==> config.mk <==
export PLATFORM = sky130hd
export DESIGN_NAME = uart_prog_loader
export DESIGN_NICKNAME = d
export VERILOG_FILES = /design/src/rtl/upg_pkg.sv /design/src/rtl/uart_rx_byte.sv /design/src/rtl/uart_prog_loader.sv
export SDC_FILE = /design/constraint.sdc
export NUM_CORES = 1
export LEC_CHECK = 0
export ABC_AREA = 1
export ABC_CLOCK_PERIOD_IN_PS = 2600
export CORE_UTILIZATION = 58
export DETAILED_ROUTE_END_ITERATION = 6
export GPL_TIMING_DRIVEN = 0
export PLACE_DENSITY = 0.81
export REMOVE_ABC_BUFFERS = 1
export SLEW_MARGIN = 20
export SYNTH_ARGS = -nofsm -noshare
export SYNTH_HDL_FRONTEND = slang
export SYNTH_SLANG_ARGS = --single-unit
==> constraint.sdc <==
create_clock -name clk -period 2.6 [get_ports clk]
set_input_delay 0.52 -clock clk [delete_from_list [all_inputs] [get_ports clk]]
set_output_delay 0.52 -clock clk [all_outputs]
set_load 0.02 [all_outputs]
==> src/rtl/upg_pkg.sv <==
// Shared types and helpers for the UART program loader.
package upg_pkg;

    localparam int UPG_ADR_W = 15;
    localparam int UPG_DAT_W = 32;

    typedef enum logic [2:0] {
        IDLE,
        LEN_LO,
        LEN_HI,
        DATA,
        CHK,
        DONE,
        ERR
    } upg_state_t;

    typedef enum logic [1:0] {
        RX_IDLE,
        RX_START,
        RX_BITS,
        RX_STOP
    } rx_state_t;

    function automatic int calc_cpb(input int clk_hz, input int baud);
        return clk_hz / baud;
    endfunction

endpackage

==> src/rtl/uart_rx_byte.sv <==
// 8N1 byte receiver: two-flop synchroniser, mid-bit sampling, stop check.
module uart_rx_byte
    import upg_pkg::*;
#(
    parameter int CLK_HZ = 10_000_000,
    parameter int BAUD   = 115_200
) (
    input  logic       clk,
    input  logic       rst,
    input  logic       rx,
    output logic [7:0] byte_o,
    output logic       byte_vld,
    output logic       frame_err
);

    localparam int CPB  = calc_cpb(CLK_HZ, BAUD);
    localparam int HALF = CPB / 2;
    localparam int CW   = $clog2(CPB + 1);
    localparam logic [CW-1:0] CNT_FULL = CW'(CPB - 1);
    localparam logic [CW-1:0] CNT_HALF = CW'(HALF - 1);

    logic [1:0]    sync_q;
    logic          rx_s;
    rx_state_t     st_q, st_d;
    logic [CW-1:0] cnt_q;
    logic [2:0]    bit_q;
    logic [7:0]    sh_q;
    logic          vld_q, ferr_q;
    logic          half_hit, full_hit, take_bit, take_stop;

    assign rx_s = sync_q[1];

    always_ff @(posedge clk or negedge rst) begin
        if (!rst) begin
            sync_q <= 2'b11;
            st_q   <= RX_IDLE;
        end else begin
            sync_q <= {sync_q[0], rx};
            st_q   <= st_d;
        end
    end

    always_comb begin
        st_d = st_q;
        unique case (st_q)
            RX_IDLE:  if (!rx_s) st_d = RX_START;
            RX_START: if (half_hit) st_d = rx_s ? RX_IDLE : RX_BITS;
            RX_BITS:  if (full_hit && bit_q == 3'd7) st_d = RX_STOP;
            RX_STOP:  if (full_hit) st_d = RX_IDLE;
            default:  st_d = RX_IDLE;
        endcase
    end

    always_comb begin
        half_hit  = (cnt_q == CNT_HALF);
        full_hit  = (cnt_q == CNT_FULL);
        take_bit  = (st_q == RX_BITS) && full_hit;
        take_stop = (st_q == RX_STOP) && full_hit;
    end

    // The timer restarts on every state change so each phase counts from 0.
    always_ff @(posedge clk or negedge rst) begin
        if (!rst) begin
            cnt_q  <= '0;
            bit_q  <= '0;
            sh_q   <= '0;
            vld_q  <= 1'b0;
            ferr_q <= 1'b0;
        end else begin
            vld_q  <= take_stop & rx_s;
            ferr_q <= take_stop & ~rx_s;
            if (st_q == RX_IDLE || st_d != st_q || take_bit)
                cnt_q <= '0;
            else
                cnt_q <= cnt_q + 1'b1;
            if (take_bit) begin
                sh_q  <= {rx_s, sh_q[7:1]};
                bit_q <= bit_q + 3'd1;
            end else if (st_q == RX_START) begin
                bit_q <= '0;
            end
        end
    end

    assign byte_o    = sh_q;
    assign byte_vld  = vld_q;
    assign frame_err = ferr_q;

endmodule

==> src/rtl/uart_prog_loader.sv <==
// UART program loader driving the memory upgrade port.
// Define UPG_CHECKSUM_EN to require a trailing XOR checksum byte.
module uart_prog_loader
    import upg_pkg::*;
#(
    parameter int CLK_HZ    = 10_000_000,
    parameter int BAUD      = 115_200,
    parameter int MAX_WORDS = 32768
) (
    input  logic                 clk,
    input  logic                 rst,
    input  logic                 start_pg,
    input  logic                 rx,
    output logic                 upg_clk_o,
    output logic                 upg_wen_o,
    output logic [UPG_ADR_W-1:0] upg_adr_o,
    output logic [UPG_DAT_W-1:0] upg_dat_o,
    output logic                 upg_done_o,
    output logic                 upg_err_o,
    output logic                 busy_o
);

    localparam logic [16:0] MAX_N = 17'(MAX_WORDS);

    logic [7:0]           rx_byte;
    logic                 byte_vld, frame_err;
    upg_state_t           state_q, state_d;
    logic                 start_q, start_rise;
    logic [15:0]          len_q, wcnt_q, n_full;
    logic [UPG_ADR_W-1:0] adr_q;
    logic [UPG_DAT_W-1:0] dat_q;
    logic [1:0]           idx_q;
    logic                 wen_q;
    logic                 word_end, last_word;
`ifdef UPG_CHECKSUM_EN
    logic [7:0]           csum_q;
`endif

    uart_rx_byte #(
        .CLK_HZ(CLK_HZ),
        .BAUD  (BAUD)
    ) u_rx (
        .clk      (clk),
        .rst      (rst),
        .rx       (rx),
        .byte_o   (rx_byte),
        .byte_vld (byte_vld),
        .frame_err(frame_err)
    );

    assign start_rise = start_pg & ~start_q;
    assign n_full     = {rx_byte, len_q[7:0]};
    assign word_end   = byte_vld && (idx_q == 2'd3);
    assign last_word  = (wcnt_q == len_q - 16'd1);

    always_ff @(posedge clk or negedge rst) begin
        if (!rst) state_q <= IDLE;
        else      state_q <= state_d;
    end

    // A restart edge overrides anything the receiver reports that cycle.
    always_comb begin
        state_d = state_q;
        if (start_rise) begin
            state_d = LEN_LO;
        end else begin
            unique case (state_q)
                LEN_LO: begin
                    if (frame_err)     state_d = ERR;
                    else if (byte_vld) state_d = LEN_HI;
                end
                LEN_HI: begin
                    if (frame_err) begin
                        state_d = ERR;
                    end else if (byte_vld) begin
                        if (n_full == 16'd0)           state_d = DONE;
                        else if ({1'b0, n_full} > MAX_N) state_d = ERR;
                        else                           state_d = DATA;
                    end
                end
                DATA: begin
                    if (frame_err) begin
                        state_d = ERR;
                    end else if (word_end && last_word) begin
`ifdef UPG_CHECKSUM_EN
                        state_d = CHK;
`else
                        state_d = DONE;
`endif
                    end
                end
                CHK: begin
`ifdef UPG_CHECKSUM_EN
                    if (frame_err)     state_d = ERR;
                    else if (byte_vld) state_d = (rx_byte == csum_q) ? DONE : ERR;
`else
                    state_d = ERR;
`endif
                end
                default: ;
            endcase
        end
    end

    always_comb begin
        busy_o     = 1'b0;
        upg_done_o = 1'b0;
        upg_err_o  = 1'b0;
        unique case (state_q)
            LEN_LO, LEN_HI, DATA, CHK: busy_o = 1'b1;
            DONE:    upg_done_o = 1'b1;
            ERR:     upg_err_o  = 1'b1;
            default: ;
        endcase
    end

    always_ff @(posedge clk or negedge rst) begin
        if (!rst) begin
            start_q <= 1'b0;
            len_q   <= '0;
            wcnt_q  <= '0;
            adr_q   <= '0;
            dat_q   <= '0;
            idx_q   <= '0;
            wen_q   <= 1'b0;
`ifdef UPG_CHECKSUM_EN
            csum_q  <= '0;
`endif
        end else begin
            start_q <= start_pg;
            wen_q   <= 1'b0;
            if (start_rise) begin
                adr_q  <= '0;
                idx_q  <= '0;
                wcnt_q <= '0;
`ifdef UPG_CHECKSUM_EN
                csum_q <= '0;
`endif
            end else begin
                // Address moves on only after the strobe cycle has been seen.
                if (wen_q) adr_q <= adr_q + 1'b1;
                if (byte_vld) begin
                    unique case (state_q)
                        LEN_LO: len_q[7:0]  <= rx_byte;
                        LEN_HI: len_q[15:8] <= rx_byte;
                        DATA: begin
                            dat_q[{idx_q, 3'b000} +: 8] <= rx_byte;
                            idx_q <= idx_q + 2'd1;
`ifdef UPG_CHECKSUM_EN
                            csum_q <= csum_q ^ rx_byte;
`endif
                            if (idx_q == 2'd3) begin
                                wen_q  <= 1'b1;
                                wcnt_q <= wcnt_q + 16'd1;
                            end
                        end
                        default: ;
                    endcase
                end
            end
        end
    end

    assign upg_clk_o = clk;
    assign upg_wen_o = wen_q;
    assign upg_adr_o = adr_q;
    assign upg_dat_o = dat_q;

endmodule

==> flow_summary.toml, run 1 <==
[sta]
clock-skew-final_ps = 13.72
worst_pin_slew_ps = 994.1
max_transition_margin = 0.3348
final.setup.tns_ps = 0
timing.final.hold_violations = 0
slew_viol_final = 0
final_setup_violation_count = 0
rsz0062_at_grt = "false"

[layout]
fin_cells = 926
finalCoreUtilization = 0.6947
area_growth_pct = 16.67
layout_cells_sized_above_1 = 0.07818
ant_diodes = 0
final_net_count = 807

[synthesis]
post_synthesis_sequential_area_ratio = 0.4756
synthDominantCellAreaShare = 0.4665
yosys_warnings = 0
synth-seq-cells = 110
post_synth_main_area_contributors = "dfrtp_1 (47%), nand2_1 (12%), o21ai_0 (6.6%)"
synth.distinct_cells = 47
synthesis.instances = 727
syn-mean-instance-area_um2 = 7.968
largest_area_contributor_in_the_netlist = "dfrtp_1"
synthesis.area_um2 = 5793

[floorplan]
placement_rows = 36
die_height_um = 101.9
placeableCoreArea_um2 = 9729
floorplan.die.width_um = 101.9
initial_utilization = 0.5954
design.die.area_um2 = 10390
top_level_ports = 56

[critical_path]
crit-reg2reg-launch = "idx_q[0]"
reg2reg_end = "upg_dat_o[16]"
criticalPathCategory = "clock port to output port"
cp-start-kind = "clock port"
critical_path_required_ps = 2080
reg2reg_setup_slack_ps = 390
cp_max_fo = 2
crit_arrival_ps = 2050
worst_setup_path_end_kind = "output port"
reg2regPathDepth = 6

[routing]
drt-initial-drc-count = 268
drc = 0
routed-via-count = 5014
drtPass1Iterations = 7
route.final.wire_length_um = 12840
wl_per_cell_um = 13.87
ant_nets = 0
vias_per_cell = 5.415

[run]
maxCapViolCount = 0

[clock_tree]
cts_tree = "yes"
clk_pin_slew_worst_paths_ps = 100
clk-insertion-delay-late_ps = 480

[pwr]
power.ir.vdd_worst_v = 0.0004200
p_per_area_nw_per_um2 = 508.9
cellLeakagePower_nw = 3.416
report.power.total_mw = 3.439

[global_route]
use_met3 = 0.06361
groute.layer.met2.usage = 0.4433
grt.overflow.total = 0
grtUsageMet1 = 0.3392
wire_length_of_the_first_global_routing_pass_um = 21470
grt_busiest_layer = "met2"
track_usage = 0.2648
vias_in_the_first_global_route = 4745
grt_antenna_before_repair = 0
maximum_number_of_pins_on_one_net_before_global_route_repair = 81

[outcome]
status = "finished, final reports clean"

[worst_hold_path]
hold-path-cell-count = 0
worst_min_delay_path_category = "register to register"
whs_endpoint = "u_rx.sync_q[1]"
worstHoldStart = "u_rx.sync_q[0]"

[placement]
number_of_cells_in_the_design_after_placement = 904
half_perimeter_wire_length_of_the_detailed_placement_result_um = 9218
globalplace.congestion = 0.9002
placement.io_buffers = 55
-- cells in the mapped netlist, drive strengths merged --
library cell	instances
a21oi	20
nand2	187
o211ai	1
xnor2	6
dfstp	2
nand4	10
o21ai	77
or2	2
o21bai	1
a41oi	1
nor2	81
o21a	1
a31oi	3
dfrtp	108
clkbuf	10
nor4	2
ha	15
nor3b	4
a32oi	1
o22ai	1
a22o	2
buf	2
clkinv	1
xor2	7
nand3	71
a211oi	1
a221oi	1
and2	1
nand3b	1
nor3	20
inv	85
and3	1
o41ai	1
-- power breakdown --
group / total, mW / switching, mW / internal, mW
Clock: 1.19 / 0.672 / 0.523
Sequential: 1.80 / 0.0487 / 1.76
Combinational: 0.441 / 0.284 / 0.157
-- stage by stage --
stage	hold WS, ps	worst slack, ps	instance area [µm²]
6_report	361.3	31.24	6759
5_1_grt	368.7	8.328	6759
4_1_cts	364.0	22.64	6735
3_5_place_dp	347.5	-438.1	6486
3_3_place_gp	346.9	-2969	6457
2_1_floorplan	224.4	524.0	5741
-- layout make-up --
| cell class | count | area (µm²) |
|---|---|---|
| clock buffers | 14 | 188.9 |
| flip-flops and latches | 110 | 2756 |
| fillers | 774 | 2970 |
| multi-input cells | 519 | 2663 |
| clock inverters | 6 | 61.31 |
| well taps | 133 | 166.4 |
| inverters | 86 | 327.8 |
| repair buffers | 58 | 595.6 |
-- cell usage in the layout, fill, tap and decap left out, types with 2 or more instances in the layout --
master and count:
dfrtp_1 107, nor2_4 6, nor3b_1 3, nand3_1 69
nand2_4 3, nor2_2 10, inv_1 82, a22o_1 2
nor2_1 65, a21oi_1 20, xor2_1 7, inv_6 3
nand4_1 10, o21ai_0 76, buf_4 2, ha_1 15
dfstp_2 2, xnor2_1 6, clkdlybuf4s50_1 52, nand2_2 4
or2_2 2, nor3_1 17, a31oi_1 3, nor3_2 2
nand2_1 179, inv_2 2, clkbuf_8 13
-- per-layer routing --
metal | vias to the layer above | part of all wire
met5 | - | 0
met4 | 0 | 0.014
met3 | 18 | 0.044
met2 | 137 | 0.49
met1 | 2382 | 0.45
li1 | 2477 | -
-- kinds of logic after synthesis --
| kind of cell | share of synthesized area |
|---|---|
| compound gates | 0.1024 |
| buf+inv | 0.06566 |
| flops | 0.4756 |
| fa+ha+maj | 0.03240 |
| xor+xnor | 0.01965 |
| simple gates | 0.3043 |
-- registers in the layout, summed over array words and instances (netlist names) --
name,cells
wcnt_q,16
upg_wen_o,1
u_rx.cnt_q,7
start_q,1
state_q,3
idx_q,2
u_rx.byte_vld,1
len_q,16
u_rx.byte_o,8
upg_adr_o,15
u_rx.frame_err,1
upg_dat_o,32
u_rx.bit_q,3
u_rx.st_q,2
u_rx.sync_q,2
-- worst max-delay path by stage --
stage                     startpoint            end  slack (ps)  cells past startpoint
after global routing             clk      upg_clk_o           8                      3
after CTS                        clk      upg_clk_o          20                      3
final                            clk      upg_clk_o          30                      3
after floorplan             start_pg     wcnt_q[12]         520                     11
after detailed placement    start_pg     wcnt_q[11]        -440                     12
after global placement           rst  u_rx.cnt_q[2]       -2970                      1
-- worst max-delay path, stage by stage --
cell	delay, ps
clkbuf_8	110
clkbuf_8	120
clkdlybuf4s50_1	520
-- repair_timing --
item	in CTS	in global routing
setup buffers	0	2
hold endpoints to repair	30	0
pin swaps	0	0
setup endpoints to repair	1	9
resized for setup	1	3
hold buffers	1	0
No activity file was read; power rests on OpenSTA's default activity.
==> run 2: changes to the inputs <==
GPL_TIMING_DRIVEN = default   (was 0)
==> run 2 against run 1 <==
  * Critical path depth unchanged
  * Final cell count up 0.65%
  * Combinational power down 4%
  * Global-route usage up 0.12 points
  * Register-to-register slack better by 30 ps
==> flow_summary.toml, run 2 (synthesized netlist as in run 1, its figures left out) <==
[floorplan]
floorplan.die.width_um = 101.9
placeableCoreArea_um2 = 9729
top_level_ports = 56
die_height_um = 101.9
initial_utilization = 0.5954
design.die.area_um2 = 10390
placement_rows = 36

[clock_tree]
cts_tree = "yes"
clk_pin_slew_worst_paths_ps = 100
clk-insertion-delay-late_ps = 490

[pwr]
cellLeakagePower_nw = 3.440
share_seq_of_total_power = 0.526
share_clk_of_total_power = 0.350
power_frac_comb = 0.123
power.ir.vdd_worst_v = 0.0004959
p_per_area_nw_per_um2 = 504.2
switching_power_mw = 1.016
switching_share = 0.2967
power_report.internal_total_mw = 2.407

[sta]
max_transition_margin = 0.6538
final.setup.tns_ps = 0
slew_viol_final = 0
rsz0062_at_grt = "false"
worst_path_setup_slack_after_routing_ps = 28.28
clock-skew-final_ps = 12.10
final_setup_violation_count = 0
timing.final.hold_violations = 0
worst_pin_slew_ps = 517.8

[critical_path]
reg2reg_end = "state_q[0]"
critical_path.cell_chain = "clkbuf_8 -> clkbuf_8 -> clkdlybuf4s50_1"
worst_setup_path_end_kind = "output port"
reg2regPathDepth = 15
slowest_stage = "clkdlybuf4s50_1"
timing.critical_path.slowest_cell_delay_ps = 520
crit-reg2reg-launch = "len_q[0]"
critical_path_required_ps = 2080
cp-start-kind = "clock port"
criticalPathCategory = "clock port to output port"
critical_path.top_delay_family = "buffers and inverters"
crit_arrival_ps = 2050
critical_path.most_common_cell = "clkbuf_8"
cp_max_fo = 2
reg2reg_setup_slack_ps = 420
worst-path-buf-inv = 3

[outcome]
status = "finished, final reports clean"

[layout]
seqCellArea_um2 = 2755
ant_diodes = 0
layout_commonest_cell = "nand2_1"
layout_cells_sized_above_1 = 0.08385
area_taken_by_multi_input_logic_gates_um2 = 2658
n_fill_cell = 771
final_net_count = 813
most_frequent_cells_in_the_layout = "nand2_1 (179), dfrtp_1 (108), inv_1 (82), o21ai_0 (76), nand3_1 (69)"
post-route-cell-area_um2 = 6789
area_growth_pct = 17.19
largest_register_ffs = 32

[run]
maxCapViolCount = 0

[global_route]
vias_in_the_first_global_route = 4605
grt_antenna_before_repair = 0
grt.overflow.total = 0
wire_length_of_the_first_global_routing_pass_um = 21530
track_usage = 0.2660
maximum_number_of_pins_on_one_net_before_global_route_repair = 55

[placement]
dpl_cell_area_um2 = 6528
globalplace.congestion = 0.9199
half_perimeter_wire_length_of_the_detailed_placement_result_um = 9363
place_ws_ps = 159.5
placement.io_buffers = 55

[routing]
route.final.wire_length_um = 12910
routed-via-count = 5089
vias_per_cell = 5.460
wl_per_cell_um = 13.85
drt-initial-drc-count = 234
drtPass1Iterations = 5
ant_nets = 0
drc = 0

[worst_hold_path]
worst_min_delay_path_category = "register to register"
worstHoldStart = "u_rx.sync_q[0]"
whs_endpoint = "u_rx.sync_q[1]"
hold-path-cell-count = 0
-- run 2: worst max-delay path by stage --
stage               startpoint          to  slack (ps)  cells past startpoint
finish                     clk   upg_clk_o          30                      3
global route        state_q[2]      busy_o          10                      7
CTS                        clk   upg_clk_o          30                      3
detailed placement    start_pg  wcnt_q[12]         160                     12
global placement      start_pg  wcnt_q[12]         240                     12
floorplan             start_pg  wcnt_q[12]         520                     11
-- run 2: per-layer routing --
layer,GRT usage,vias to the layer above,part of all wire
li1,-,2505,-
met1,0.3648,2391,0.46
met2,0.4153,168,0.47
met3,0.05882,25,0.049
met4,0.1011,0,0.020
met5,0,-,0
-- run 2: stage by stage --
stage,total power [mW],std cells,hold WS (ps),util
after global placement,2.289,911,347.8,0.6709
after CTS,3.446,931,365.9,0.6968
after floorplan,2.105,715,224.4,-
after detailed placement,2.308,911,347.8,0.6709
final,3.423,932,364.9,0.6978
after global routing,3.584,932,373.2,0.6978
-- run 2: final cells by class --
type	count	share of cell area
clock inverters	7	0.01143
repair buffers	64	0.09270
well taps	133	0.02451
flip-flops and latches	110	0.4058
clock buffers	13	0.02580
inverters	86	0.04829
multi-input cells	519	0.3914
-- run 2: power by group through the flow --
| stage | Clock, mW | Sequential, mW | Combinational (mW) |
|---|---|---|---|
| 5_1_grt | 1.30 | 1.81 | 0.475 |
| 4_1_cts | 1.23 | 1.80 | 0.415 |
| 6_report | 1.20 | 1.80 | 0.422 |
| 2_1_floorplan | 0 | 1.83 | 0.280 |
| 3_5_place_dp | 0.0517 | 1.84 | 0.420 |
| 3_3_place_gp | 0.0517 | 1.83 | 0.404 |
-- run 2: timing repair --
action / in CTS / in global routing
setup endpoints to repair: 1 / 2
resized for setup: 1 / 1
hold buffers: 1 / 0
buffers inserted: 0 / 1
hold endpoints to repair: 28 / 0
